## config.mk

```make
export PLATFORM = sky130hd
export DESIGN_NAME = example_mul_pipe_lanes
export DESIGN_NICKNAME = d
export VERILOG_FILES = /design/src/rtl/example_mul_pkg.sv /design/src/rtl/example_mul_pipe_slot.sv /design/src/rtl/example_mul_pipe_lanes.sv
export SDC_FILE = /design/constraint.sdc
export NUM_CORES = 2
export LEC_CHECK = 0
export BUFFER_PORTS_ARGS = -buffer_cell sky130_fd_sc_hd__buf_2
export CAP_MARGIN = 0
export CORE_MARGIN = 2
export CORE_UTILIZATION = 34
export CTS_CLUSTER_SIZE = 28
export DETAILED_ROUTE_END_ITERATION = 12
export HOLD_SLACK_MARGIN = 0.05
export SLEW_MARGIN = 5
export SYNTH_ARGS = -nofsm -noshare
export SYNTH_HDL_FRONTEND = slang
export SYNTH_SLANG_ARGS = --single-unit
export TNS_END_PERCENT = 20
```

## constraint.sdc

```tcl
create_clock -name ap_clk -period 11.7 [get_ports ap_clk]
set_input_delay 1.17 -clock ap_clk [delete_from_list [all_inputs] [get_ports ap_clk]]
set_output_delay 1.17 -clock ap_clk [all_outputs]
set_load 0.05 [all_outputs]
```

## src/rtl/example_mul_pkg.sv

```systemverilog
// example_mul_pkg: shared constants and helpers for the multi-lane multiplier.
// Optional feature macro: MUL_SAT_EN (narrowing saturates instead of wrapping).
package example_mul_pkg;

  // Default widths and depths for the multiplier block
  localparam int DEF_A_W    = 14;
  localparam int DEF_B_W    = 9;
  localparam int DEF_OUT_W  = 21;
  localparam int DEF_LANES  = 4;
  localparam int DEF_STAGES = 3;
  localparam int DEF_SHIFT  = 0;

  // Working width for the shift/narrow step; products and outputs must fit in it
  localparam int CALC_W = 64;

  // Bit offset of a lane inside a packed multi-lane bus
  function automatic int lane_lsb(input int lane, input int w);
    return lane * w;
  endfunction

  // Arithmetic right shift of a sign-extended product, then narrowing to out_w.
  // Wrap build: the caller keeps the low out_w bits, which is two's-complement
  // wrap (or sign-extension when out_w exceeds the shifted width).
  // Saturating build: clamp to the signed out_w range before the caller slices.
  function automatic logic signed [CALC_W-1:0] mul_narrow(
    input logic signed [CALC_W-1:0] full,
    input int                       shift,
    input int                       out_w
  );
    logic signed [CALC_W-1:0] sh;
`ifdef MUL_SAT_EN
    logic signed [CALC_W-1:0] hi;
    logic signed [CALC_W-1:0] lo;
`endif
    sh = full >>> shift;
`ifdef MUL_SAT_EN
    hi = (64'sd1 <<< (out_w - 1)) - 64'sd1;
    lo = -(64'sd1 <<< (out_w - 1));
    if (sh > hi) begin
      sh = hi;
    end else if (sh < lo) begin
      sh = lo;
    end
`endif
    return sh;
  endfunction

endpackage

```

## src/rtl/example_mul_pipe_slot.sv

```systemverilog
// example_mul_pipe_slot: one pipeline slot (valid bit + data) with
// hold/advance flow control. The slot refills whenever it is empty or its
// contents move on this cycle; otherwise it holds data stable.
module example_mul_pipe_slot
  import example_mul_pkg::*;
#(
  parameter int W = 8
) (
  input  logic         clk,
  input  logic         rst,
  input  logic         up_vld,
  input  logic [W-1:0] up_dat,
  input  logic         down_rdy,
  output logic         rdy,
  output logic         vld,
  output logic [W-1:0] dat
);

  // Empty slots always accept; full slots accept only when draining this cycle
  assign rdy = !vld || down_rdy;

  // Occupancy: take the upstream valid whenever the slot is free to load
  always_ff @(posedge clk or posedge rst) begin
    if (rst) begin
      vld <= 1'b0;
    end else if (rdy) begin
      vld <= up_vld;
    end
  end

  // Payload: load only real beats so a holding or emptying slot keeps its value
  always_ff @(posedge clk or posedge rst) begin
    if (rst) begin
      dat <= '0;
    end else if (rdy && up_vld) begin
      dat <= up_dat;
    end
  end

endmodule

```

## src/rtl/example_mul_pipe_lanes.sv

```systemverilog
// example_mul_pipe_lanes: LANES independent signed products per beat through a
// STAGES-deep stallable valid/ready pipeline, with arithmetic right shift by
// SHIFT and narrowing to OUT_W. Optional macro MUL_SAT_EN selects saturating
// narrowing; without it results wrap. Requires A_W+B_W < 64 and OUT_W < 64.
module example_mul_pipe_lanes
  import example_mul_pkg::*;
#(
  parameter int A_W    = DEF_A_W,
  parameter int B_W    = DEF_B_W,
  parameter int OUT_W  = DEF_OUT_W,
  parameter int LANES  = DEF_LANES,
  parameter int STAGES = DEF_STAGES,
  parameter int SHIFT  = DEF_SHIFT
) (
  input  logic                   ap_clk,
  input  logic                   ap_rst,
  input  logic                   in_valid,
  output logic                   in_ready,
  input  logic [LANES*A_W-1:0]   in_a,
  input  logic [LANES*B_W-1:0]   in_b,
  output logic                   out_valid,
  input  logic                   out_ready,
  output logic [LANES*OUT_W-1:0] out_p
);

  localparam int P_W = A_W + B_W;
  localparam int D_W = LANES * OUT_W;

  logic [D_W-1:0] prod_p0;

  // ---- stage 0 input: per-lane product, shift and narrow (combinational) ----
  for (genvar i = 0; i < LANES; i++) begin : g_lane
    logic signed [A_W-1:0]    a_l;
    logic signed [B_W-1:0]    b_l;
    logic signed [P_W-1:0]    full;
    logic signed [CALC_W-1:0] full_ext;
    logic signed [CALC_W-1:0] nar;
    logic                     nar_unused;

    assign a_l      = in_a[lane_lsb(i, A_W) +: A_W];
    assign b_l      = in_b[lane_lsb(i, B_W) +: B_W];
    assign full     = a_l * b_l;
    assign full_ext = {{(CALC_W-P_W){full[P_W-1]}}, full};
    assign nar      = mul_narrow(full_ext, SHIFT, OUT_W);
    assign prod_p0[lane_lsb(i, OUT_W) +: OUT_W] = nar[OUT_W-1:0];
    assign nar_unused = ^nar[CALC_W-1:OUT_W];
  end

  // ---- slot chain: slot 0 captures products, later slots copy forward ----
  for (genvar k = 0; k < STAGES; k++) begin : g_slot
    logic           up_vld;
    logic [D_W-1:0] up_dat;
    logic           down_rdy;
    logic           rdy;
    logic           vld;
    logic [D_W-1:0] dat;

    if (k == 0) begin : g_head
      assign up_vld = in_valid;
      assign up_dat = prod_p0;
    end else begin : g_body
      assign up_vld = g_slot[k-1].vld;
      assign up_dat = g_slot[k-1].dat;
    end

    if (k == STAGES - 1) begin : g_tail
      assign down_rdy = out_ready;
    end else begin : g_next
      assign down_rdy = g_slot[k+1].rdy;
    end

    example_mul_pipe_slot #(
      .W(D_W)
    ) u_slot (
      .clk      (ap_clk),
      .rst      (ap_rst),
      .up_vld   (up_vld),
      .up_dat   (up_dat),
      .down_rdy (down_rdy),
      .rdy      (rdy),
      .vld      (vld),
      .dat      (dat)
    );
  end

  // ---- output: straight from the last slot register ----
  assign out_valid = g_slot[STAGES-1].vld;
  assign out_p     = g_slot[STAGES-1].dat;

  // Ready is held low while reset is asserted so nothing is offered as accepted
  assign in_ready  = g_slot[0].rdy && !ap_rst;

endmodule

```

======== After elaboration in Yosys (flattened, before gate mapping) ========
Index checks and enable logic that the tools add are counted.
operators by class
  multipliers ............................. 4
  reduce and logical (&&, ||, !) cells .... 11
operators by type and width
  cell                         number
  multiplier 14 x 9 -> 21 bit  4
  logical AND 1 bit            4
  logical NOT 1 bit            4
  logical OR 1 bit             3
word-level totals
  register bits ........................... 255
  input bits .............................. 96
  output and inout port bits .............. 86
  logic and storage cells ................. 21

======== Depth between registers and ports, before layout ========
  word-level depth ........................ 5
  depth in mapped cells ................... 18
  mapped depth without buffers ............ 18

======== Modules after synthesis ========
From an unflattened synthesis, not the netlist that was laid out.
second synthesis, totals
  cell total of the unflattened synthesis .. 2,264
  area, all modules ....................... 26,387.8 um2
modules (own cells, without submodules)
  module                  instances  cells an instance  area an instance (um2)  seq. area each (um2)
  example_mul_pipe_lanes  1          1,718              15,952.8                0.0
  example_mul_pipe_slot   3          182                3,478.3                 2,127.0

======== Worst setup path after synthesis ========
Ideal clock, no wire load.
  path type ............................... input to output
  start ................................... input ap_rst
  end ..................................... output in_ready
  data arrival time ....................... 7.312 ns
  data required time ...................... 10.530 ns
  slack ................................... 3.218 ns
  stages on the path ...................... 2
  buffers on the path ..................... 0
  cells stage by stage .................... inv_1 > and2_1
on the way
  cells in the longest elaborated chain, start to end .. 2
ends and longest elaborated chain
  item                                line                          RTL
  from (decl)                         example_mul_pipe_lanes.sv:16  input logic ap_rst,
  logical NOT 1 bit (no source line)  -
  logical AND 1 bit                   example_mul_pipe_lanes.sv:91  assign in_ready = g_slot[0].rdy && !ap_rst;
  to (decl)                           example_mul_pipe_lanes.sv:18  output logic in_ready,
No other way between the ends.

======== Final worst setup path ========
  start ................................... input in_b[0]
  end ..................................... register g_slot[0].u_slot.dat[19]
on the way
  cells in the longest elaborated chain, start to end .. 1
ends and longest elaborated chain
  item                         line                          RTL
  from (decl)                  example_mul_pipe_lanes.sv:20  input logic [LANES*B_W-1:0] in_b,
  multiplier 14 x 9 -> 21 bit  example_mul_pipe_lanes.sv:42  assign full = a_l * b_l;
  to (signal assigned)         example_mul_pipe_slot.sv:36   dat <= up_dat;
  to (decl)                    example_mul_pipe_slot.sv:16   output logic [W-1:0] dat
No other way between the ends.
A chain may end at the register's enable or synchronous reset.

==> out/results.md <==
| Group | Item | This run |
| --- | --- | --- |
| floorplanning | DIE WIDTH | 279 um |
| logic synthesis | Synthesized netlist net count | 3098 |
| critical path | Series of cell instances along the critical path | buf_2 -> nand2_1 -> fa_1 -> fa_1 -> inv_1 -> ha_1 -> inv_1 -> fa_1 -> inv_1 -> ha_1 -> ha_1 -> fa_1 -> a21o_1 -> a21oi_1 -> o21a_1 -> nor4_1 -> o31a_1 -> o31ai_1 |
| timing | Remaining max-slew budget at the tightest pin | 34.3% |
| detailed routing | Drt wl/cell | 16.4 um |
| placed design | Number of input and output port buffers inserted | 181 |
| finish | Number of nets at the end of the flow | 3230 |
| placed design | Placed instance count | 3506 |
| detailed routing | Routed wl met2 | 26900 um |
| floorplanning | Area enclosed by the die boundary | 77700 sq um |
| floorplanning | Vertical die dimension | 279 um |
| global route | Total congestion overflow after global routing | 0 |
| critical path | Top cell family by delay on the critical path | adder cells |
| clock tree | Post-CTS sizing | 0 |
| floorplanning | Effective utilization at floorplan | 34.4% |
| logic synthesis | Xor-xnor portion of the synthesized cell area | 2.56% |
| floorplanning | Top-level I/O count | 182 |
| detailed routing | Number of DRC violations after detailed-routing iteration 0 | 617 |
| clock tree | Number of sinks driven by the clock tree | 255 |
| floorplanning | Number of rows created at floorplan | 100 |
| global route | Total GRT Usage | 15.6% |
| finish | Commonest cells after routing, fill and taps aside | sky130_fd_sc_hd__fa_1 (392), sky130_fd_sc_hd__nand2_1 (360), sky130_fd_sc_hd__inv_1 (324) |
| logic synthesis | Leading register cell type out of synthesis | sky130_fd_sc_hd__dfrtp_1 |
| timing | Least-Margin Pin Slew | 986 ps |
| finish | Antenna Diode Count | 0 |
| critical path | Startpoint types | input port |
| logic synthesis | Library cells used by synthesis | 69 |
| critical path | Critical Setup Path Class | in2reg |
| flow run | Number of max-cap violations | 0 |
| worst hold path | Classification of the worst-slack hold path | reg2reg |
| timing | Post-route worst hold slack | 466 ps |
| critical path | Kind of capture point of the worst setup path | register |
| placed design | Final weighted congestion in routability-driven placement | 0.818 |
| timing | Maximum operating frequency | 0.189 GHz |
| detailed routing | Number of vias in the routed layout | 17.0k |
| power | Pwr Density | 274 nW/um^2 |
| detailed routing | Detailed-router iteration count before antenna repair | 5 |
| logic synthesis | Number of flops mapped to enable cells by yosys | 0 |
| timing | Final period util | 45.2% |
| timing | Shortest period the worst path allows | 5290 ps |
| logic synthesis | #FFs+latches synth | 255 |
| detailed routing | Ratio of routed vias to standard cells | 4.76 |
| finish | Area taken by multi-input logic gates | 17700 sq um |
| detailed routing | Drc violations | 0 |
| timing | Total of endpoints with negative setup slack in the final report | 0 |
| logic synthesis | YS warnings | 0 |
| timing | Total count of max-transition violations in the final report | 0 |
| global route | Largest net degree at the start of global routing | 78 |
| finish | Number of standard cells in the final layout excluding fillers | 3562 |
| logic synthesis | FFs w/ async S/R, synth | 100% |
| critical path | Sum of buffers and inverters on the critical path | 4 |
| critical path | Slowest cell on the critical path | sky130_fd_sc_hd__fa_1 |
| global route | Antenna violations before repair | 1 |
| detailed routing | Met3 Wirelength | 2350 um |
| logic synthesis | Main combinational cell family by area after synthesis | adder cells |
| critical path | Startpoint of the worst-slack reg-to-reg timing path | g_slot[1].u_slot.vld |
| detailed routing | Wire length after detailed routing | 58400 um |
| finish | Layout cells sized above 1 | 16.8% |
| critical path | Required time of the critical path | 12160 ps |
| detailed routing | Count of nets left with antenna violations after detail routing | 0 |
| worst hold path | Hold Crit Start | g_slot[0].u_slot.dat[63] |
| clock tree | Clock latency reported for the late side of the worst-skew pair | 580 ps |
| critical path | Worst setup startpoint | in_b[0] |
| logic synthesis | Cells after synthesis | 2438 |
| power | Cell leakage power | 14.0 nW |
| timing | Setup skew after layout | 13.2 ps |
| logic synthesis | Fraction of the yosys area taken by sequential cells | 24.9% |
| detailed routing | Wire length on met1 | 27900 um |
| critical path | Peak per-stage delay on the critical path | 510 ps |
| clock tree | Reg clk slew, reported paths | 60 ps |
| floorplanning | Core area | 74600 sq um |
| logic synthesis | Post-synth design cell area | 25700 sq um |
| outcome | Result of the run | complete, no violations |
| logic synthesis | Compound-cell area share of the yosys netlist | 5.17% |
| clock tree | Count of hold buffers inserted by post-cts repair | 0 |
| logic synthesis | Average instance area after synthesis | 10.5 sq um |
| logic synthesis | Synthesized-area fraction occupied by adder cells | 39.0% |
| critical path | Cell type with the highest occurrence count on the critical path | sky130_fd_sc_hd__fa_1 |
| timing | Post-route setup TNS | 0 ps |
| global route | Number of global-route vias before repair | 17.9k |
| finish | Leading cell type in the layout, fill and taps excluded | sky130_fd_sc_hd__fa_1 |
| power | Worst IR drop on VDD | 0.154 mV |
| clock tree | TritonCTS clock tree | done |
| critical path | Arrival time reported for the critical path endpoint | 5750 ps |
| clock tree | Number of clock buffers inserted by TritonCTS | 31 |
| logic synthesis | Fraction of synthesized area in multiplexers | 7.41% |
| timing | RSZ-0062 raised after global routing | no |
| timing | Endpoints failing hold | 0 |
| placed design | Hpwl dp | 45700 um |
| clock tree | Maximum root-to-sink buffer count | 3 |
| clock tree | Buffers inserted during post-CTS setup optimization | 0 |
| finish | Area Growth Syn to Fin | 11.3% |
| global route | Wire length of the first global-routing pass | 98100 um |
| clock tree | Maximum level of the CTS H-tree | 1 |
| finish | Total area of sequential cells | 6380 sq um |
| detailed routing | DR top layer | met5 |
| clock tree | Clock Tree Root | sky130_fd_sc_hd__clkbuf_16 |
| critical path | Maximum net fanout on the critical path | 14 |
| finish | Number of filler cells placed in the layout | 7403 |
| logic synthesis | Simple-Gate Fraction of Synth Area | 14.8% |
## cells in the mapped netlist (4+ instances only)
library cell               number  area share, %
sky130_fd_sc_hd__ha_1         172            8.4
sky130_fd_sc_hd__nand2_1      363            5.3
sky130_fd_sc_hd__o21ai_2        5           0.17
sky130_fd_sc_hd__nor2b_1       40           0.98
sky130_fd_sc_hd__a31oi_1        7           0.17
sky130_fd_sc_hd__o31ai_1       11           0.32
sky130_fd_sc_hd__a211oi_1       6           0.18
sky130_fd_sc_hd__nand2b_1      19           0.46
sky130_fd_sc_hd__buf_1          4          0.059
sky130_fd_sc_hd__nor4_1         9           0.22
sky130_fd_sc_hd__a21o_1        22           0.64
sky130_fd_sc_hd__and2_1       237            5.8
sky130_fd_sc_hd__o21bai_1       6           0.18
sky130_fd_sc_hd__dfrtp_1      255             25
sky130_fd_sc_hd__clkbuf_1      60           0.88
sky130_fd_sc_hd__buf_2         25           0.49
sky130_fd_sc_hd__xnor2_1       54            1.8
sky130_fd_sc_hd__nand3_1       20           0.39
sky130_fd_sc_hd__fa_1         392             31
sky130_fd_sc_hd__o21a_1         8           0.23
sky130_fd_sc_hd__mux2_2       168            7.4
sky130_fd_sc_hd__nor3b_1        5           0.15
sky130_fd_sc_hd__nand4_1        7           0.17
sky130_fd_sc_hd__nor2_1        33           0.48
sky130_fd_sc_hd__nor3_1        11           0.21
sky130_fd_sc_hd__o21ai_0       42           0.82
sky130_fd_sc_hd__o21ai_1       15           0.29
sky130_fd_sc_hd__xor2_1        21           0.72
sky130_fd_sc_hd__a21oi_1       37           0.72
sky130_fd_sc_hd__inv_1        325            4.8
## metal layers
metal | GRT usage, % | vias up
li1 | - | 7949
met1 | 22.5 | 8688
met2 | 25.1 | 264
met3 | 2.13 | 59
met4 | 3.24 | 2
met5 | 0 | -
## final cells by class
cell class | instances | share of cell area, %
repair buffers | 188 | 3.36
inverters | 325 | 4.30
multi-input cells | 1769 | 62.1
clock buffers | 41 | 3.09
clock inverters | 15 | 0.587
well taps | 969 | 4.25
flip-flops and latches | 255 | 22.4
## tightest hold or removal path, cell delays in order (launching register included)
cell and delay (ps):
sky130_fd_sc_hd__dfrtp_1 340, sky130_fd_sc_hd__nand2_1 50, sky130_fd_sc_hd__nand2_1 50
## logic make-up after synthesis
family | count (synthesis)
AOI/OAI and AO/OA | 196
xor gates and xnor gates | 75
buffers and inverters | 414
adders and majority gates | 564
and+or+nand+nor | 765
DFF | 255
muxes | 169
## per-stage QoR
| step | total power (W) | setup slack (ps) | area (sq um) | utilization, % |
|---|---|---|---|---|
| 2_1_floorplan | 0.00557 | 3220 | 25700 | - |
| 3_3_place_gp | 0.00683 | 5870 | 27500 | 36.9 |
| 3_5_place_dp | 0.00687 | 5790 | 27500 | 36.9 |
| 4_1_cts | 0.00793 | 6420 | 28500 | 38.3 |
| 5_1_grt | 0.00866 | 6130 | 28500 | 38.3 |
| 6_report | 0.00783 | 6410 | 28500 | 38.3 |
## worst paths after layout
path	slack (ps)	depth (start not counted)	end
hold / removal	470	2	g_slot[0].u_slot.dat[63]
max in group asynchronous	8920	4	g_slot[2].u_slot.dat[4]
hold reg to reg	470	2	g_slot[0].u_slot.dat[63]
min in group asynchronous	650	2	g_slot[2].u_slot.dat[30]
setup reg to reg	9000	6	g_slot[0].u_slot.dat[61]
setup / recovery	6410	18	g_slot[0].u_slot.dat[19]
## flip-flops by register name, summed over array words and instances, names as in the netlist
signal / count
g_slot.u_slot.dat: 252
g_slot.u_slot.vld: 3
## where the power goes
group | internal, W | leakage, nW | switching, W
Sequential | 0.00130 | 3.11 | 0.000238
Clock | 0.000594 | 0.511 | 0.000391
Combinational | 0.00215 | 10.4 | 0.00315
Total | 0.00404 | 14.0 | 0.00378
(Power assumes the default switching activity.)
